File: src/rtl/seg7_scan_encoder.sv
// Recovers BCD digits from a time-multiplexed 7-segment scan stream and hands full frames downstream.
// Optional macro SEG7_ALT_GLYPH_EN accepts the alternate 6/7/9 glyphs as legal digits.
module seg7_scan_encoder #(
    parameter int N_DIGITS   = 4,
    parameter int STABLE_CNT = 2
) (
    input  logic                    clk,
    input  logic                    rst_n,
    input  logic                    seg_valid,
    output logic                    seg_ready,
    input  logic [6:0]              seg_in,
    input  logic [N_DIGITS-1:0]     dig_sel,
    output logic                    frame_valid,
    input  logic                    frame_ready,
    output logic [4*N_DIGITS-1:0]   bcd_frame,
    output logic [N_DIGITS-1:0]     digit_err,
    output logic                    sel_err
);

    localparam int         WORD_W  = N_DIGITS + 7;
    localparam logic [3:0] CNT_MAX = 4'(STABLE_CNT);

    typedef enum logic {
        COLLECT = 1'b0,
        HOLD    = 1'b1
    } state_t;

    state_t                  state_q, state_d;
    logic [N_DIGITS-1:0]     seen_q, seen_d;
    logic [3:0]              cnt_q, cnt_d;
    logic [WORD_W-1:0]       last_q, last_d;
    logic [4*N_DIGITS-1:0]   bcd_q, bcd_d;
    logic [N_DIGITS-1:0]     err_q, err_d;
    logic                    sel_err_q, sel_err_d;

    logic                    accept;
    logic [WORD_W-1:0]       word;
    logic [4:0]              glyph;

    // Returns {error, code}; blank is a legal "no digit" code 4'hA.
    function automatic logic [4:0] decode_glyph(input logic [6:0] seg);
        logic [4:0] r;
        case (seg)
            7'h7E:   r = {1'b0, 4'h0};
            7'h30:   r = {1'b0, 4'h1};
            7'h6D:   r = {1'b0, 4'h2};
            7'h79:   r = {1'b0, 4'h3};
            7'h33:   r = {1'b0, 4'h4};
            7'h5B:   r = {1'b0, 4'h5};
            7'h5F:   r = {1'b0, 4'h6};
            7'h70:   r = {1'b0, 4'h7};
            7'h7F:   r = {1'b0, 4'h8};
            7'h7B:   r = {1'b0, 4'h9};
            7'h00:   r = {1'b0, 4'hA};
`ifdef SEG7_ALT_GLYPH_EN
            7'h1F:   r = {1'b0, 4'h6};
            7'h72:   r = {1'b0, 4'h7};
            7'h73:   r = {1'b0, 4'h9};
`endif
            default: r = {1'b1, 4'hF};
        endcase
        return r;
    endfunction

    function automatic logic is_onehot(input logic [N_DIGITS-1:0] sel);
        return $onehot(sel);
    endfunction

    assign accept = seg_valid && seg_ready;
    assign word   = {dig_sel, seg_in};
    assign glyph  = decode_glyph(seg_in);

    always_comb begin
        state_d   = state_q;
        seen_d    = seen_q;
        cnt_d     = cnt_q;
        last_d    = last_q;
        bcd_d     = bcd_q;
        err_d     = err_q;
        sel_err_d = 1'b0;

        case (state_q)
            COLLECT: begin
                if (accept) begin
                    if (!is_onehot(dig_sel)) begin
                        sel_err_d = 1'b1;
                    end else begin
                        if (word == last_q) begin
                            if (cnt_q < CNT_MAX) cnt_d = cnt_q + 4'd1;
                        end else begin
                            last_d = word;
                            cnt_d  = 4'd1;
                        end
                        // Saturated repeats land here every time and simply re-commit.
                        if (cnt_d == CNT_MAX) begin
                            for (int i = 0; i < N_DIGITS; i++) begin
                                if (dig_sel[i]) begin
                                    bcd_d[4*i +: 4] = glyph[3:0];
                                    err_d[i]        = glyph[4];
                                    seen_d[i]       = 1'b1;
                                end
                            end
                            if (&seen_d) state_d = HOLD;
                        end
                    end
                end
            end
            HOLD: begin
                if (frame_ready) begin
                    state_d = COLLECT;
                    seen_d  = '0;
                    cnt_d   = 4'd0;
                end
            end
            default: state_d = COLLECT;
        endcase
    end

    always_ff @(posedge clk or negedge rst_n) begin
        if (!rst_n) begin
            state_q   <= COLLECT;
            seen_q    <= '0;
            cnt_q     <= 4'd0;
            last_q    <= '0;
            bcd_q     <= '0;
            err_q     <= '0;
            sel_err_q <= 1'b0;
        end else begin
            state_q   <= state_d;
            seen_q    <= seen_d;
            cnt_q     <= cnt_d;
            last_q    <= last_d;
            bcd_q     <= bcd_d;
            err_q     <= err_d;
            sel_err_q <= sel_err_d;
        end
    end

    // Handshake outputs come straight from the state register, never from seg_valid.
    assign seg_ready   = (state_q == COLLECT);
    assign frame_valid = (state_q == HOLD);
    assign bcd_frame   = bcd_q;
    assign digit_err   = err_q;
    assign sel_err     = sel_err_q;

endmodule

File: config.mk
export PLATFORM = sky130hd
export DESIGN_NAME = seg7_scan_encoder
export DESIGN_NICKNAME = d
export VERILOG_FILES = /design/src/rtl/seg7_scan_encoder.sv
export SDC_FILE = /design/constraint.sdc
export NUM_CORES = 1
export LEC_CHECK = 0
export CORE_MARGIN = 2
export CORE_UTILIZATION = 54
export CTS_BUF_LIST = sky130_fd_sc_hd__clkbuf_2 sky130_fd_sc_hd__clkbuf_4 sky130_fd_sc_hd__clkbuf_8
export CTS_CLUSTER_SIZE = 28
export DETAILED_ROUTE_END_ITERATION = 10
export HOLD_SLACK_MARGIN = 0.15
export MAX_ROUTING_LAYER = met4
export PLACE_DENSITY = 0.87
export RECOVER_POWER = 50
export SYNTH_ARGS = -nofsm -noshare
export SYNTH_HDL_FRONTEND = slang
export SYNTH_SLANG_ARGS = --single-unit
File: constraint.sdc
create_clock -name clk -period 2 [get_ports clk]
set_input_delay 0.2 -clock clk [delete_from_list [all_inputs] [get_ports clk]]
set_output_delay 0.2 -clock clk [all_outputs]
set_load 0.01 [all_outputs]
-- After elaboration in Yosys (flattened, before gate mapping)
Cells that the tools add are included.
- $add $sub $neg: 4
- order comparisons: 1
- equal/unequal tests: 17
- multiplexer cells: 43
- bitwise logic cells: 2
- reductions and logical operators: 10
- operators with widths (cell ; number):
    7-bit == test (second input constant) ; 8
    5-bit one-hot mux with 11 select lines ; 1
    4-bit two-way mux ; 11
    1-bit two-way mux ; 28
    5-bit AND reduction ; 4
    4-bit one-hot mux with 2 select lines ; 2
    7-bit by 6-bit == test with 1-bit output (second input constant) ; 2
    4-bit AND reduction ; 3
    11-bit == test ; 1
    7-bit logical NOT ; 1
    2-bit by 1-bit inequality test with 1-bit output (second input constant) ; 3
    1-bit by 1-bit adder with 2-bit output ; 2
    4-bit by 1-bit adder with 4-bit output (second input constant) ; 1
    4-bit by 2-bit == test with 1-bit output (second input constant) ; 1
    4-bit by 2-bit < comparator with 1-bit output (second input constant) ; 1
    2-bit by 2-bit adder with 3-bit output ; 1
    3-bit by 1-bit == test with 1-bit output (second input constant) ; 1
    3-bit AND reduction ; 1
    2-bit inequality test (second input constant) ; 1
    1-bit NOT ; 2
    1-bit one-hot mux with 2 select lines ; 1
    1-bit logical AND ; 1
- register bits after elaboration: 41
- input port bits: 15
- word-level logic and storage cells: 90

-- Depth between registers and ports, before layout
- depth in word-level cells: 17
- mapped depth: 11
- gate-level depth less buffers: 10

-- Worst setup path after synthesis
No wires, ideal clock.
- path type: input to register
- start: in dig_sel[0]
- end: reg bcd_q[0], in the netlist bcd_frame[0]
- library setup time: 128 ps
- arrival: 2546 ps
- setup slack: -673 ps
- stages: 10
- path buffers: 0
- path through: inv_1 fa_1 inv_1 ha_1 ha_1 nor3b_2 nand3_2 nor4_4 nand3_2 mux2_1
- longest elaborated chain between the ends: 7
- RTL lines (element ; RTL line ; source):
    start, declared ; 12 ; input logic [N_DIGITS-1:0] dig_sel,
    11-bit == test ; 88 ; if (word == last_q) begin
    4-bit two-way mux ; 88 ;
    4-bit two-way mux ; 85 ; if (!is_onehot(dig_sel)) begin
    4-bit two-way mux ; 84 ; if (accept) begin
    4-bit two-way mux ; 82 ; case (state_q)
    4-bit by 2-bit == test with 1-bit output ; 95 ; if (cnt_d == CNT_MAX) begin
    5-bit AND reduction (no source line) * ; - ;
    end signal, assigned ; 125 ; bcd_q <= '0;
    end signal, assigned ; 133 ; bcd_q <= bcd_d;
    end, declared ; 32 ; logic [4*N_DIGITS-1:0] bcd_q, bcd_d;
Mark *: on every way between the ends. The rest lies on a longest branch, timed or not. The select of a mux whose other input is x is not followed.
A chain may end at the register's enable or synchronous reset.

-- Worst setup path in the final report
- start: in dig_sel[3]
- end: reg bcd_q[4], in the netlist bcd_frame[4]
The elaborated chain is that of the path after synthesis.

==> metrics.csv <==
stage,metric,value,unit
synthesis,simple-gate share of the synthesized area,15.83,%
critical_path,kind of critical path,input port to flop,
drt,per-cell routed wire length,23.89,µm
synthesis,Post-Syn Nets,206,
timing,min cycle time layout,2.390,ns
clock_network,Worst-path clk slew,0.10,ns
clock_network,H-Tree Depth,2,
grt,first-pass GRT wire length,10.81,mm
hold_path,WHS Path Cells,3,
synthesis,ys async rst share,100.0,%
power,Clock power frac,24.6,%
finish,multi-input logic area,1146,µm²
critical_path,startpoint types,input port,
finish,share of layout cells above drive strength 1,38.40,%
placement,post-DP HPWL,3.871,mm
grt,Total GRT Usage,35.84,%
grt,vias in the first global route,2037,
power,Combinational Power Share,30.3,%
timing,Clock Skews,0.01404,ns
synthesis,adder-cell share of the synthesized area,2.758,%
drt,drt first pass iters,7,
floorplan,core area,3689,µm²
grt,largest net degree at the start of global routing,18,
timing,Fmax,418.4,MHz
timing,fin. max-slew vios,0,
timing,Final Hold Fails,0,
drt,DR vias/cell,6.344,
drt,post-route ant nets,0,
grt,antenna violations before repair,0,
drt,drt first-iter violations,185,
hold_path,HP Class,input port to flop,
timing,endpoints failing setup,36,
floorplan,starting density of the core,56.58,%
timing,final setup margin,-0.3899,ns
clock_network,later-pin clock latency in the skew report,0.32,ns
job,max-cap viol count,0,
critical_path,R2R cell count,7,
drt,total number of vias,1973,
floorplan,Top-Level Pins,38,
clock_network,Root Buffer,clkbuf_8,
drt,routed wire length,7.431,mm
clock_network,Num CTS Buffers,5,
timing,RSZ-0062 raised after global routing,true,
critical_path,Crit path required time,2.21,ns
finish,nets,281,
power,power density cells,792.9,nW/µm²
placement,I/O Buffers,37,
timing,final worst-path cycle share,119.5,%
finish,fin area,3080,µm²
drt,Residual DRC,0,
placement,placed inst area,2809,µm²
synthesis,sequential area share after synthesis,49.16,%
synthesis,"EDFF count, synth",0,
floorplan,Die H,66.17,µm
status,failing checks,negative setup slack,
synthesis,Syn Inst Count,187,
clock_network,clock sinks,41,
synthesis,mux cell area share after synthesis,14.57,%
finish,final-layout fill cell count,183,
placement,Placed Cells,294,
power,Pleak,0.001397,µW
power,Reg power frac,45.1,%
synthesis,"Cell Area, Synth",2087,µm²
finish,antenna cells,0,
power,Peak VDD IR,0.7396,mV
finish,Sequential Area,1026,µm²
status,status,"complete, but fails checks",
critical_path,crit path DAT,2.60,ns
power,Int Pwr,1611,µW
finish,Area Growth Syn to Fin,47.60,%
synthesis,Ys Warns,0,
finish,Non-Filler Instances,311,
clock_network,Max Buffers Root-to-Sink,2,
placement,gpl congestion,0.9468,
critical_path,crit end category,flop,
grt,total grt overflow,0,
clock_network,CTS tree,done,
floorplan,full die area,4378,µm²
synthesis,mean post-synth cell area,11.16,µm²
synthesis,Synth Register Bits,41,
synthesis,Synth Area in XOR/XNOR,5.456,%
timing,Slew @ Worst Pin,0.7798,ns
floorplan,Die X,66.17,µm
synthesis,largest family of logic cells by synthesized area,simple AND/OR/NAND/NOR gates,
power,Psw,832.0,µW
synthesis,main flop type after synthesis,dfrtp_1,
synthesis,complex-gate fraction of the synthesized area,8.273,%
floorplan,FP Rows,22,
critical_path,CP max FO,6,
timing,worst slew margin relative to its limit,48.01,%
power,Sw Share,34.06,%
synthesis,"Distinct cells, synth",39,
-- area by class of cell --
type | instances | area share (%)
well taps | 48 | 1.950
clock inverters | 3 | 0.8123
repair buffers | 77 | 22.91
inverters | 11 | 1.584
multi-input cells | 126 | 37.21
flip-flops and latches | 41 | 33.31
clock buffers | 5 | 2.234
-- power groups by stage --
stage | sequential (µW) | combinational (µW) | clock [µW]
CTS | 1090 | 676 | 576
global placement | 1090 | 609 | 0
global route | 1110 | 794 | 624
floorplan | 1070 | 448 | 0
finish | 1100 | 740 | 600
detailed placement | 1090 | 640 | 0
-- path summary, 6_finish.rpt --
check	startpoint	to	slack, ns
hold reg to reg	bcd_frame[6]$_DFFE_PN0P_	bcd_frame[6]$_DFFE_PN0P_	0.52
max in group asynchronous	rst_n	last_q[5]$_DFFE_PN0P_	0.45
setup reg to reg	cnt_q[0]$_DFFE_PN0P_	bcd_frame[4]$_DFFE_PN0P_	-0.18
hold / removal	dig_sel[0]	last_q[7]$_DFFE_PN0P_	0.29
min in group asynchronous	rst_n	digit_err[0]$_DFFE_PN0P_	0.50
setup / recovery	dig_sel[3]	bcd_frame[4]$_DFFE_PN0P_	-0.39
-- through the flow --
stage | setup TNS [ns] | setup slack [ns] | power, µW | hold WS (ns) | utilization, %
4_1_cts | -5.386 | -0.2269 | 2337 | 0.3072 | 82.02
3_3_place_gp | -40.85 | -1.173 | 1696 | 0.1094 | 76.15
3_5_place_dp | -44.05 | -1.277 | 1734 | 0.1069 | 76.15
2_1_floorplan | -16.60 | -0.6399 | 1520 | -0.09559 | -
6_report | -10.63 | -0.3899 | 2443 | 0.2933 | 83.51
5_1_grt | -14.16 | -0.4861 | 2527 | 0.2947 | 83.51
-- cells in the mapped netlist (2+ instances only) --
library cell,instances,area share [%]
o211a_1,2,0.96
nand2_1,18,3.2
o22ai_1,3,0.90
nand3_1,3,0.72
a21oi_1,5,1.2
nand4b_1,2,0.84
nor3_1,2,0.48
nand4_1,3,0.90
o21ai_0,5,1.2
a31oi_1,4,1.2
mux2_1,6,3.2
inv_1,11,2.0
nand3_2,5,2.4
and3_1,2,0.60
o2111ai_1,2,0.84
clkbuf_1,2,0.36
nor2_1,11,2.0
ha_1,3,1.8
buf_2,6,1.4
dfrtp_1,41,49
mux2_2,21,11
xnor2_1,13,5.5
-- repair_timing --
item | in CTS | in global routing
buffers inserted | 6 | 5
resized for setup | 35 | 10
hold buffers | 1 | 0
setup endpoints to repair | 41 | 40
pin swaps | 9 | 2
endpoints found under the hold margin | 41 | 0
-- cell usage in the layout (no fill, tap or decap), types with 2 or more instances in the layout --
cell / synthesis / layout
dfrtp_1: 41 / 41
clkdlybuf4s50_1: 0 / 33
buf_4: 0 / 30
nand2_1: 18 / 17
mux2_4: 0 / 14
xnor2_1: 13 / 13
mux2_2: 21 / 13
nor2_1: 11 / 11
inv_1: 11 / 8
buf_6: 0 / 6
nand3_4: 0 / 5
clkbuf_8: 0 / 5
a31oi_1: 4 / 4
o22ai_1: 3 / 3
nand4_1: 3 / 3
a21oi_2: 0 / 3
o21ai_0: 5 / 3
inv_2: 0 / 2
nand3_1: 3 / 2
o21ai_2: 0 / 2
nand4b_1: 2 / 2
o2111ai_1: 2 / 2
o211a_1: 2 / 2
and3_4: 0 / 2
nor3_1: 2 / 2
clkbuf_1: 2 / 2
buf_12: 0 / 2
-- logic make-up after synthesis --
kind of cell	count (synthesis)
simple gates	56
flops	41
mux	27
compound gates	26
buf+inv	20
xor+xnor	13
fa+ha+maj	4
-- routing by layer --
layer / vias to the layer above / global-route usage, % / wire (µm)
met5: - / - / 0
met4: 0 / 21.68 / 453
met3: 50 / 9.540 / 585
met2: 154 / 57.38 / 3625
met1: 959 / 40.07 / 2766
li1: 810 / - / -
-- critical path: stages --
cell,delay [ns]
buf_8,0.09
inv_8,0.03
fa_1,0.55
inv_1,0.07
ha_2,0.21
ha_4,0.23
nor3b_4,0.24
nand3_4,0.12
nor4_4,0.17
buf_6,0.20
nand3_4,0.14
mux2_4,0.35
-- state kept, by name, indices dropped and copies added, names as in the netlist --
signal,flops
bcd_frame,16
cnt_q,4
digit_err,4
frame_valid,1
last_q,11
seen_q,4
sel_err,1
Power figures use the tool's default switching activity.
